$ cat config.mk
export PLATFORM = sky130hd
export DESIGN_NAME = mmio_uart_tx
export DESIGN_NICKNAME = d
export VERILOG_FILES = /design/src/rtl/mmio_uart_tx.sv
export SDC_FILE = /design/constraint.sdc
export NUM_CORES = 1
export LEC_CHECK = 0
export CORE_MARGIN = 2
export CORE_UTILIZATION = 50
export DETAILED_ROUTE_END_ITERATION = 10
export PLACE_DENSITY_LB_ADDON = 0.25
export SLEW_MARGIN = 20
export SYNTH_ARGS = -nofsm -noshare
export SYNTH_HDL_FRONTEND = slang
export SYNTH_SLANG_ARGS = --single-unit
export TNS_END_PERCENT = 5
$ cat constraint.sdc
create_clock -name CLK -period 2.9 [get_ports CLK]
set_input_delay 0.87 -clock CLK [delete_from_list [all_inputs] [get_ports CLK]]
set_output_delay 0.87 -clock CLK [all_outputs]
set_load 0.01 [all_outputs]
$ cat src/rtl/mmio_uart_tx.sv
// Memory-mapped 8N1 UART transmitter on the CPU data-memory bus.
// Bytes written to TXDATA queue in a FIFO and are sent LSB first on tx_o.
module mmio_uart_tx #(
  parameter logic [31:0] BASE_ADDR  = 32'h0000_1000,
  parameter int unsigned CLK_DIV    = 16,
  parameter int unsigned FIFO_DEPTH = 8
) (
  input  logic        CLK,
  input  logic        RST,
  input  logic [31:0] data_mem_address_i,
  input  logic [31:0] data_mem_in_data_i,
  input  logic        data_mem_WE_i,
  output logic [31:0] data_mem_out_data_o,
  output logic        tx_o
);

  localparam int unsigned PtrW = $clog2(FIFO_DEPTH);
  localparam int unsigned CntW = PtrW + 1;
  localparam logic [CntW-1:0] DepthCnt = CntW'(FIFO_DEPTH);
  localparam logic [15:0] DivRst = (CLK_DIV == 0) ? 16'd1 : 16'(CLK_DIV);

  localparam logic [1:0] RegTxData = 2'd0;
  localparam logic [1:0] RegStatus = 2'd1;
  localparam logic [1:0] RegDiv    = 2'd2;

  typedef enum logic [1:0] {StIdle, StStart, StData, StStop} state_e;

  // Bus decode
  logic       hit;
  logic [1:0] reg_sel;
  logic       wr_txdata;
  logic       wr_status;
  logic       wr_div;

  assign hit       = (data_mem_address_i[31:4] == BASE_ADDR[31:4]);
  assign reg_sel   = data_mem_address_i[3:2];
  assign wr_txdata = data_mem_WE_i && hit && (reg_sel == RegTxData);
  assign wr_status = data_mem_WE_i && hit && (reg_sel == RegStatus);
  assign wr_div    = data_mem_WE_i && hit && (reg_sel == RegDiv);

  logic unused_bits;
  assign unused_bits = ^{data_mem_in_data_i[31:16], data_mem_address_i[1:0]};

  // FIFO
  logic [7:0]      fifo_mem_q [FIFO_DEPTH];
  logic [PtrW-1:0] wr_ptr_q, wr_ptr_d;
  logic [PtrW-1:0] rd_ptr_q, rd_ptr_d;
  logic [CntW-1:0] count_q, count_d;
  logic            full;
  logic            empty;
  logic            push;
  logic            pop;
  logic [7:0]      head;

  assign full  = (count_q == DepthCnt);
  assign empty = (count_q == '0);
  assign head  = fifo_mem_q[rd_ptr_q];
  // A pop on the same edge frees the slot, so a write to a full FIFO still lands.
  assign push  = wr_txdata && (!full || pop);

  always_comb begin
    wr_ptr_d = push ? wr_ptr_q + 1'b1 : wr_ptr_q;
    rd_ptr_d = pop  ? rd_ptr_q + 1'b1 : rd_ptr_q;
    case ({push, pop})
      2'b10:   count_d = count_q + 1'b1;
      2'b01:   count_d = count_q - 1'b1;
      default: count_d = count_q;
    endcase
  end

  always_ff @(posedge CLK) begin
    if (push) begin
      fifo_mem_q[wr_ptr_q] <= data_mem_in_data_i[7:0];
    end
  end

  // Control registers
  logic        ovf_q, ovf_d;
  logic [15:0] div_q, div_d;

  always_comb begin
    ovf_d = ovf_q;
    if (wr_txdata && full && !pop) begin
      ovf_d = 1'b1;
    end else if (wr_status && data_mem_in_data_i[3]) begin
      ovf_d = 1'b0;
    end
    div_d = div_q;
    if (wr_div) begin
      div_d = (data_mem_in_data_i[15:0] == 16'd0) ? 16'd1 : data_mem_in_data_i[15:0];
    end
  end

  // Transmit FSM
  state_e      state_q, state_d;
  logic [15:0] timer_q, timer_d;
  logic [15:0] frame_div_q, frame_div_d;
  logic [2:0]  bit_idx_q, bit_idx_d;
  logic [7:0]  shift_q, shift_d;
  logic        tx_q, tx_d;
  logic        busy;

  assign busy = (state_q != StIdle);

  always_comb begin
    state_d     = state_q;
    timer_d     = timer_q;
    frame_div_d = frame_div_q;
    bit_idx_d   = bit_idx_q;
    shift_d     = shift_q;
    pop         = 1'b0;
    unique case (state_q)
      StIdle: begin
        if (!empty) begin
          pop         = 1'b1;
          shift_d     = head;
          frame_div_d = div_q;
          timer_d     = div_q - 16'd1;
          state_d     = StStart;
        end
      end
      StStart: begin
        if (timer_q == 16'd0) begin
          timer_d   = frame_div_q - 16'd1;
          bit_idx_d = 3'd0;
          state_d   = StData;
        end else begin
          timer_d = timer_q - 16'd1;
        end
      end
      StData: begin
        if (timer_q == 16'd0) begin
          timer_d = frame_div_q - 16'd1;
          shift_d = shift_q >> 1;
          if (bit_idx_q == 3'd7) begin
            state_d = StStop;
          end else begin
            bit_idx_d = bit_idx_q + 3'd1;
          end
        end else begin
          timer_d = timer_q - 16'd1;
        end
      end
      StStop: begin
        if (timer_q == 16'd0) begin
          // Chain straight into the next start bit so frames stay contiguous.
          if (!empty) begin
            pop         = 1'b1;
            shift_d     = head;
            frame_div_d = div_q;
            timer_d     = div_q - 16'd1;
            state_d     = StStart;
          end else begin
            state_d = StIdle;
          end
        end else begin
          timer_d = timer_q - 16'd1;
        end
      end
      default: state_d = StIdle;
    endcase
  end

  // Line level is registered from the next state to keep tx_o glitch-free.
  always_comb begin
    unique case (state_d)
      StStart: tx_d = 1'b0;
      StData:  tx_d = shift_d[0];
      default: tx_d = 1'b1;
    endcase
  end

  // Read data path: sampled from pre-write state of the presented address
  logic [31:0] rdata_q, rdata_d;
  logic [4:0]  count_ext;

  assign count_ext = 5'(count_q);

  always_comb begin
    rdata_d = 32'd0;
    if (hit) begin
      unique case (reg_sel)
        RegStatus: rdata_d = {23'd0, count_ext, ovf_q, busy, empty, full};
        RegDiv:    rdata_d = {16'd0, div_q};
        default:   rdata_d = 32'd0;
      endcase
    end
  end

  always_ff @(posedge CLK or negedge RST) begin
    if (!RST) begin
      wr_ptr_q    <= '0;
      rd_ptr_q    <= '0;
      count_q     <= '0;
      ovf_q       <= 1'b0;
      div_q       <= DivRst;
      state_q     <= StIdle;
      timer_q     <= 16'd0;
      frame_div_q <= DivRst;
      bit_idx_q   <= 3'd0;
      shift_q     <= 8'd0;
      tx_q        <= 1'b1;
      rdata_q     <= 32'd0;
    end else begin
      wr_ptr_q    <= wr_ptr_d;
      rd_ptr_q    <= rd_ptr_d;
      count_q     <= count_d;
      ovf_q       <= ovf_d;
      div_q       <= div_d;
      state_q     <= state_d;
      timer_q     <= timer_d;
      frame_div_q <= frame_div_d;
      bit_idx_q   <= bit_idx_d;
      shift_q     <= shift_d;
      tx_q        <= tx_d;
      rdata_q     <= rdata_d;
    end
  end

  assign tx_o                = tx_q;
  assign data_mem_out_data_o = rdata_q;

endmodule

==> flow_metrics.py <==
metrics = {
    "setup_path": {
        "cp_data_required_time_ps": 3240,
        "cpLargestDelayFamily": "simple AND/OR/NAND/NOR gates",
        "cp_num_cells": 10,
        "cp-end-kind": "flip-flop",
        "worstSetupStartpointType": "input port",
        "cp_max_fo": 2,
        "critical_path.cell_chain": "clkdlybuf4s50_1 > nor4_1 > nand4_1 > nor3_4 > or4_4 > xnor2_2 > ha_2 > or2_2 > o22ai_2 > xor2_1",
        "timing.rr.start": "timer_q[0]",
        "crit_type": "in2reg",
        "worst_path_largest_cell_delay_ps": 560,
        "critPathLaunch": "data_mem_address_i[8]",
        "r2r_setup_slack_ps": 100,
        "cp_num_buf_inv": 1,
        "cp.arrival_ps": 3140,
        "r2r_cells": 11,
        "crit_slowest_cell": "or4_4",
    },
    "sta": {
        "fin_crit_ps": 2801,
        "finalCritPeriodShare_pct": 96.58,
        "hold_ws_ps": 364.6,
        "max_clock_freq_ghz": 0.3571,
        "fin_skew_ps": 6.605,
        "worstMarginPinSlew_ps": 874.7,
        "finalSetupViolCount": 0,
        "slew_violations": 0,
        "slew_headroom_pct": 41.68,
        "timing.setup.tns_ps": 0,
        "hold_viol": 0,
    },
    "cells_and_area": {
        "nFillCells": 1178,
        "diodes": 0,
        "fin_util_pct": 62.42,
        "final_area_um2": 9419,
        "area_delta_synth_final_pct": 22.63,
        "regArea_um2": 4153,
        "multi_input_area_um2": 3313,
        "nets": 843,
        "drive_gt1_share_pct": 18.76,
    },
    "drt": {
        "firstDrtPassIters": 5,
        "routed_via_density": 5.851,
        "wl_um": 18870,
        "top_layer": "met4",
        "met1Wirelength_um": 8478,
        "route.met3.wl_um": 1126,
        "drc": 0,
        "wl_met2_um": 8988,
        "wl_per_cell_um": 19.64,
        "drtIter0Drc": 332,
        "ant_nets": 0,
        "num_vias": 5623,
    },
    "logic_synthesis": {
        "synth_edf_count": 64,
        "avgSynthCellArea_um2": 11.67,
        "ys_types": 64,
        "yosysWarningCount": 0,
        "seq_area_frac_synth_pct": 54.06,
        "syn_inst": 658,
        "synth_top_area_share_pct": 28.02,
        "ys.flop_type": "dfrtp_1",
        "yosys.cell_count.top_type": "dfrtp_1",
        "synth_area_leaders": "dfrtp_1, edfxtp_1, mux4_2, mux2_2, xnor2_1",
        "syn-cell-area_um2": 7681,
        "async_reset_ff_share_pct": 58.17,
        "synth_common_cells": "dfrtp_1, edfxtp_1, nor2_1",
        "synth_top_cell_by_area": "dfrtp_1",
        "ys_seq_elements": 153,
    },
    "cts": {
        "cts_sinks": 153,
        "cts_root_buf": "clkbuf_16",
        "htree_levels": 4,
        "clkLatencyLatePin_ps": 430,
        "clockBufferDepth": 2,
        "cts_tree": "built",
        "cts_made_buffers": 17,
        "clk_pin_slew_ps": 60,
    },
    "die": {
        "die_h_um": 127.9,
        "fp-row-count": 45,
        "die_w_um": 127.9,
        "pin_count": 100,
        "design.die.area_um2": 16370,
        "coreArea_um2": 15090,
        "start_util_pct": 50.90,
    },
    "placed_design": {
        "gp_congestion": 0.8954,
        "place_area_um2": 8776,
        "dp_hpwl_um": 13350,
        "numPortBuffers": 65,
    },
    "job": {
        "drv_cap": 0,
    },
    "pwr": {
        "peakVddDrop_mv": 0.4188,
        "total_power_w": 0.006297,
        "p_leak_nw": 3.881,
        "p_per_area_nw_per_um2": 668.5,
    },
    "global_route": {
        "first_global_vias": 5754,
        "antenna_found_initial": 0,
        "grt_usage_pct": 24.41,
        "grt_pass1_wl_um": 30420,
        "grt_max_degree": 40,
        "gr-total-overflow": 0,
    },
    "hold_path": {
        "hp-class": "in2async",
    },
    "outcome": {
        "status": "completed",
    },
}
-- cell type report --
type	count	share of cell area [%]
flip-flops and latches	153	44.09
multi-input cells	451	35.18
repair buffers	116	11.26
clock buffers	20	4.636
well taps	188	2.497
clock inverters	12	1.501
inverters	21	0.8369
-- repair_timing --
item,CTS,global route
buffers inserted,0,1
hold buffers,0,0
pin swaps,0,5
gates resized for setup,2,12
endpoints found under the setup margin,1,25
-- power by group --
part           total, W  internal, W  switching, W
combinational   0.00152     0.000702      0.000822
sequential      0.00258      0.00241      0.000171
clock           0.00219      0.00128      0.000909
-- stage by stage --
stage,worst slack (ps),cells
after floorplan,-76.26,673
after global placement,-416.6,928
after detailed placement,-449.6,928
after CTS,14.85,960
after global routing,-33.23,961
final,99.32,961
-- kinds of logic (layout without fill, tap and decap cells) --
family / after synthesis / after routing / share of synthesized area, %
multiplexers: 57 / 57 / 10.20
AND/OR/NAND/NOR: 199 / 199 / 13.47
AO/OA/AOI/OAI: 118 / 118 / 10.20
buffers and inverters: 69 / 169 / 4.284
flip-flops: 153 / 153 / 54.06
other: 1 / 16 / 0.04882
XOR/XNOR: 45 / 45 / 5.131
adder cells (fa/ha/maj): 16 / 16 / 2.606
-- flip-flops by register name, indices dropped and copies added, names as in the netlist --
name	count
tx_o	1
state_q	2
rd_ptr_q	3
div_q	16
shift_q	8
data_mem_out_data_o	16
ovf_q	1
bit_idx_q	3
count_q	4
timer_q	16
fifo_mem_q	64
wr_ptr_q	3
frame_div_q	16
-- metal layers --
layer / global-route usage (%) / up-vias
met5: 0 / -
met4: 7.369 / 0
met3: 4.841 / 24
met2: 39.23 / 205
met1: 33.94 / 2786
li1: - / 2608
-- cells in the final DEF, fill, tap and decap left out, types with 5 or more instances in the layout --
cell type        Yosys  layout
conb_1               1      16
nor4_1              17      16
nor2_1              50      50
inv_1               20      19
mux2_1               7       7
a21oi_1             19      19
clkdlybuf4s50_1      0      62
and3_1              11      11
xor2_1              21      21
buf_4               17      50
o22ai_1             11      10
o21ai_0             33      33
nand4_1              6       6
nand2_1             46      45
nor3_1              22      20
a22oi_1             22      22
edfxtp_1            64      64
clkbuf_16            0      17
mux2_2              23      23
nand3_1             10      10
xnor2_1             24      23
or4_1                6       6
mux4_2              14      14
nand3b_1             5       5
ha_1                16      14
dfrtp_1             86      86
mux2i_1             13      13
-- worst paths after layout --
| check | to |
|---|---|
| min | shift_q[0] |
| max reg2reg | count_q[2] |
| max | count_q[2] |
| min in group CLK | ovf_q |
| min reg2reg | ovf_q |
| max in group asynchronous | div_q[4] |
No activity file was read; power rests on OpenSTA's default activity.
